**src/rtl/maxpool2x2_stream.sv**
```systemverilog
// maxpool2x2_stream: streaming 2x2, stride-2 max-pooling stage.
//
// Pixels arrive row-major, one per accepted handshake. Even rows are reduced
// horizontally into a half-width line buffer; each odd-row pixel pair completes
// a window against that buffer and loads a one-entry output register.
//
// Ports:
//   clk        single clock, rising edge
//   reset      asynchronous, active-high reset
//   in_valid   in_data holds a pixel
//   in_ready   stage can accept a pixel this cycle
//   in_data    input pixel, two's-complement signed
//   out_valid  out_data holds a pooled pixel
//   out_ready  downstream accepts out_data this cycle
//   out_data   pooled pixel, two's-complement signed
//   out_last   out_data is the final pooled pixel of the frame
module maxpool2x2_stream #(
   parameter int unsigned data_width = 16,
   parameter int unsigned map_width  = 8,
   parameter int unsigned map_height = 8
) (
   input  logic                  clk,
   input  logic                  reset,
   input  logic                  in_valid,
   output logic                  in_ready,
   input  logic [data_width-1:0] in_data,
   output logic                  out_valid,
   input  logic                  out_ready,
   output logic [data_width-1:0] out_data,
   output logic                  out_last
);

   localparam int unsigned ColW    = $clog2(map_width);
   localparam int unsigned RowW    = $clog2(map_height);
   localparam int unsigned LbDepth = map_width / 2;
   localparam int unsigned LbW     = (LbDepth > 1) ? $clog2(LbDepth) : 1;

   localparam logic [ColW-1:0] ColLast = ColW'(map_width - 1);
   localparam logic [RowW-1:0] RowLast = RowW'(map_height - 1);

   // Position counters and pair register
   logic [ColW-1:0]              col_q, col_d;
   logic [RowW-1:0]              row_q, row_d;
   logic signed [data_width-1:0] hold_q, hold_d;

   // One-entry output buffer
   logic                         out_valid_q, out_valid_d;
   logic signed [data_width-1:0] out_data_q, out_data_d;
   logic                         out_last_q, out_last_d;

   // Half-width line buffer; every entry is written in an even row before the
   // following odd row reads it, so it needs no reset.
   logic signed [data_width-1:0] linebuf_q [LbDepth];

   logic                         accept;
   logic                         lb_we;
   logic                         new_res;
   logic                         frame_end;
   logic [LbW-1:0]               lb_idx;
   logic signed [data_width-1:0] pix;
   logic signed [data_width-1:0] pair_max;
   logic signed [data_width-1:0] lb_rd;
   logic signed [data_width-1:0] win_max;

   // Ready whenever the output slot is empty or is being drained this cycle.
   assign in_ready = !out_valid_q || out_ready;
   assign accept   = in_valid && in_ready;

   assign lb_idx = LbW'(col_q >> 1);
   assign pix    = $signed(in_data);

   // All comparisons are between signed operands.
   assign pair_max = (hold_q > pix) ? hold_q : pix;
   assign lb_rd    = linebuf_q[lb_idx];
   assign win_max  = (lb_rd > pair_max) ? lb_rd : pair_max;

   assign lb_we     = accept && col_q[0] && !row_q[0];
   assign new_res   = accept && col_q[0] && row_q[0];
   assign frame_end = (row_q == RowLast) && (col_q == ColLast);

   always_comb begin
      col_d       = col_q;
      row_d       = row_q;
      hold_d      = hold_q;
      out_valid_d = out_valid_q;
      out_data_d  = out_data_q;
      out_last_d  = out_last_q;

      if (accept) begin
         if (col_q == ColLast) begin
            col_d = '0;
            row_d = (row_q == RowLast) ? '0 : row_q + RowW'(1);
         end else begin
            col_d = col_q + ColW'(1);
         end
         if (!col_q[0]) begin
            hold_d = pix;
         end
      end

      // A new result takes priority: it either fills an empty slot or replaces
      // the entry that is being emitted in this same cycle.
      if (new_res) begin
         out_valid_d = 1'b1;
         out_data_d  = win_max;
         out_last_d  = frame_end;
      end else if (out_ready) begin
         out_valid_d = 1'b0;
         out_last_d  = 1'b0;
      end
   end

   always_ff @(posedge clk or posedge reset) begin
      if (reset) begin
         col_q       <= '0;
         row_q       <= '0;
         hold_q      <= '0;
         out_valid_q <= 1'b0;
         out_data_q  <= '0;
         out_last_q  <= 1'b0;
      end else begin
         col_q       <= col_d;
         row_q       <= row_d;
         hold_q      <= hold_d;
         out_valid_q <= out_valid_d;
         out_data_q  <= out_data_d;
         out_last_q  <= out_last_d;
      end
   end

   always_ff @(posedge clk) begin
      if (lb_we) begin
         linebuf_q[lb_idx] <= pair_max;
      end
   end

   assign out_valid = out_valid_q;
   assign out_data  = out_data_q;
   assign out_last  = out_last_q;

endmodule
```
**config.mk**
```make
export PLATFORM = sky130hd
export DESIGN_NAME = maxpool2x2_stream
export DESIGN_NICKNAME = d
export VERILOG_FILES = /design/src/rtl/maxpool2x2_stream.sv
export SDC_FILE = /design/constraint.sdc
export NUM_CORES = 1
export LEC_CHECK = 0
export CORE_ASPECT_RATIO = 1.4
export CORE_MARGIN = 3
export CORE_UTILIZATION = 53
export DETAILED_ROUTE_END_ITERATION = 16
export GPL_TIMING_DRIVEN = 0
export PLACE_DENSITY = 0.77
export RECOVER_POWER = 25
export SLEW_MARGIN = 5
export SYNTH_ARGS = -nofsm -noshare
export SYNTH_HDL_FRONTEND = slang
export SYNTH_SLANG_ARGS = --single-unit
export TNS_END_PERCENT = 30
```
**constraint.sdc**
```tcl
create_clock -name clk -period 4.14 [get_ports clk]
set_input_delay 0.621 -clock clk [delete_from_list [all_inputs] [get_ports clk]]
set_output_delay 0.621 -clock clk [all_outputs]
set_load 0.01 [all_outputs]
```
==> summary.txt <==
hold_ws - 501 ps
CP max stage delay - 470 ps
total congestion overflow - 0
Area growth syn-to-layout - 29.4%
number of antenna violations at the first check in global routing - 0
vias in the first global route - 3550
#FFs+latches synth - 104
TritonCTS Buffers - 9
hold_buf cts - 0
first-pass GRT wire length - 18700 µm
switching share of power - 38.5%
Ys Warns - 0
clk slew on worst S/H paths - 70 ps
die height - 121 µm
Nets - 496
RSZ-0062 raised after global routing - yes
Adder-Cell Fraction of Synth Area - 8.97%
sequential share of the synthesized area - 58.2%
layout cells sized above 1 - 35.3%
GP Congestion - 0.775
relative max-transition margin - -3.35%
Crit Path Class - reg2reg
Max-cap violations - 1
clk_lat worst skew - 350 ps
worst reg2reg path depth - 17
diode count - 0
Synth top area share - 38.3%
crit start category - flip-flop
P per Cell Area - 908 mW/mm²
routed len/inst - 21.2 µm
Sum Neg Setup Slack - -5440 ps
cell area after layout - 0.00650 mm²
Bufs on Longest Clock Path - 2
Lkg Pwr - 2.59 nW
Mapped Area - 0.00502 mm²
CTS tree - built
Hold Crit Class - reg2reg
Hold Fails Final Rpt - 0
status - finished, violations left
chip width - 88.3 µm
via count - 3345
Worst Skew - 7.22 ps
port bufs - 38
final setup vio count - 16
Seq pwr share - 28.8%
Synth area leader - edfxtp_1
start of the worst register-to-register path - hold_q[7]
via/cell ratio - 6.06
GRT Util Overall - 23.7%
fill count - 574
Synth Area in Compound Gates - 6.48%
crit end category - flip-flop
final worst path period need - 4520 ps
Reg2Reg Setup Slack - -380 ps
Max H-tree Level - 3
Synthesized Nets - 423
drt total wl - 11700 µm
Final Instance Count excl. Fillers - 552
Synth cell types - 40
hpwl dp - 7870 µm
clock share of power - 14.3%
VDD IR-drop max - 0.000459 V
top cells by area, synth - edfxtp_1 (38%), dfrtp_1 (20%), ha_1 (9.0%)
Critical Path, Cell by Cell - ha_4 -> nand4_1 -> or3_4 -> a21oi_4 -> or4_4 -> and3_4 -> buf_12 -> mux2i_4 -> ha_4 -> nor2b_4 -> o211ai_1 -> a2111oi_4 -> nor4b_2 -> buf_4 -> mux2i_4 -> nor2_1 -> a221o_1
violated checks - max-capacitance violations, max-slew violations, negative setup slack
slowest CP cell - or3_4
cells after synthesis - 367
largest family of logic cells by synthesized area - multiplexers
Residual DRC - 0
Post-Route Utilization - 71.2%
Mapped Avg Cell Area - 13.7 µm²
core area - 0.00913 mm²
mux contribution to synthesized area - 14.5%
root buffer cell - clkbuf_16
DIE AREA - 0.0107 mm²
worst setup path endpoint - out_data[0]
final worst setup slack - -384 ps
ANT nets after route - 0
Net Sw Power - 0.00227 W
CP required - 4380 ps
initial core utilization - 55.0%
IO Count - 39
Final period util - 109%
Pre-antenna DRT Iters - 4
pin count of the biggest net entering global routing - 41
Max Clk Rate - 221 MHz
DP Cell Count - 517
Rows - 41
Combinational Power Share - 56.9%
Critical Path Fanout Max - 5
Starting DRT DRC Count - 220
reg2reg end - out_data[0]
max-slew violation count - 41
XOR/XNOR share of the synthesized area - 0%
Simple-Gate Fraction of Synth Area - 8.02%
Critical Path AT - 4760 ps
Placement Cell Area - 0.00574 mm²
cell internal pwr - 0.00363 W
Worst-Margin Slew - 1550 ps
crit path launch - hold_q[7]
CTS Sinks - 104
-- cells in the final DEF (no fill, tap or decap), types with 5 or more instances in the layout --
cell type,synthesis,routed
o211ai_1,16,16
mux2i_2,0,10
ha_4,0,12
dlygate4sd3_1,0,10
nand3_2,0,9
clkbuf_16,0,9
buf_2,0,5
a21oi_1,13,7
edfxtp_1,64,64
buf_8,0,5
clkdlybuf4s50_1,0,12
inv_2,0,8
mux2_2,18,17
inv_1,34,25
nand4_1,8,8
dfrtp_1,40,37
mux4_2,16,16
clkbuf_1,9,7
a21o_1,5,5
nand3_1,19,9
nand2_1,32,31
buf_4,0,18
ha_1,36,24
-- cell usage after synthesis (all sizes together) --
library cell	number
edfxtp	64
dfrtp	40
ha	36
inv	34
nand2	32
mux2	19
nand3	19
mux4	16
o211ai	16
mux2i	15
a21oi	13
clkbuf	9
nand4	8
a21o	5
buf	4
nor2	4
and3	3
nor3	3
o21ai	3
a211oi	2
nand2b	2
nor2b	2
nor4b	2
or2	2
a2111oi	1
a221o	1
a31oi	1
a41o	1
and2	1
nand3b	1
nor4	1
o21a	1
o21bai	1
o22ai	1
o31ai	1
o41ai	1
or3	1
or4	1
-- per-layer routing --
layer / GRT usage, % / routed length [µm]
met3: 4.35 / 351
met4: 11.9 / 513
met5: 0 / 0
met2: 39.6 / 6250
met1: 29.1 / 4580
-- layout make-up --
type	instances	area, µm²	area share [%]
flip-flops and latches	104	2930	45.0
inverters	34	135	2.08
clock inverters	7	68.8	1.06
repair buffers	63	592	9.11
plain buffers	12	83.8	1.29
clock buffers	9	225	3.47
well taps	107	134	2.06
multi-input cells	216	2330	35.9
-- timing repair --
| action | in CTS | in global routing |
|---|---|---|
| gates cloned | 3 | 0 |
| pin swaps | 35 | 17 |
| resized for setup | 104 | 19 |
| setup buffers | 11 | 6 |
| endpoints found under the setup margin | 16 | 16 |
-- critical path, delay by kind of cell, from the launching register on --
family,cells,cell delay (ps)
adder cells (fa/ha/maj),2,540
multiplexers,2,600
AND/OR/NAND/NOR,7,1560
buffers and inverters,2,320
flip-flops,1,440
AO/OA/AOI/OAI,4,930
-- through the flow --
step / setup WS, ps / power (W)
floorplan: -309 / 0.00333
global placement: -1700 / 0.00394
detailed placement: -1770 / 0.00407
CTS: -261 / 0.00569
global route: -482 / 0.00622
finish: -384 / 0.00590
-- power groups by stage --
stage / Combinational, W / Sequential, W / Clock, W
global placement: 0.00226 / 0.00169 / 0
detailed placement: 0.00237 / 0.00170 / 0
finish: 0.00335 / 0.00170 / 0.000843
CTS: 0.00313 / 0.00171 / 0.000855
floorplan: 0.00165 / 0.00169 / 0
global route: 0.00359 / 0.00173 / 0.000899
-- how the worst min path moves through the flow --
stage	from	to	slack, ps	cells past startpoint
4_1_cts	out_data[15]	out_data[15]	500	2
3_5_place_dp	out_data[15]	out_data[15]	480	2
3_3_place_gp	out_data[15]	out_data[15]	470	2
2_1_floorplan	row_q[1]	row_q[1]	480	1
6_report	out_data[15]	out_data[15]	500	2
5_1_grt	in_data[12]	hold_q[12]	540	2
-- state kept, by name, indices dropped and copies added, names as in the netlist --
| name | flops |
|---|---|
| linebuf_q | 64 |
| hold_q | 16 |
| out_data | 16 |
| col_q | 3 |
| row_q | 3 |
| out_last | 1 |
| out_valid | 1 |
-- logic make-up after synthesis --
logic type      after synthesis
mux                          50
flops                       104
buf+inv                      47
fa+ha+maj                    36
simple gates                 82
compound gates               48
(Power assumes the default switching activity.)
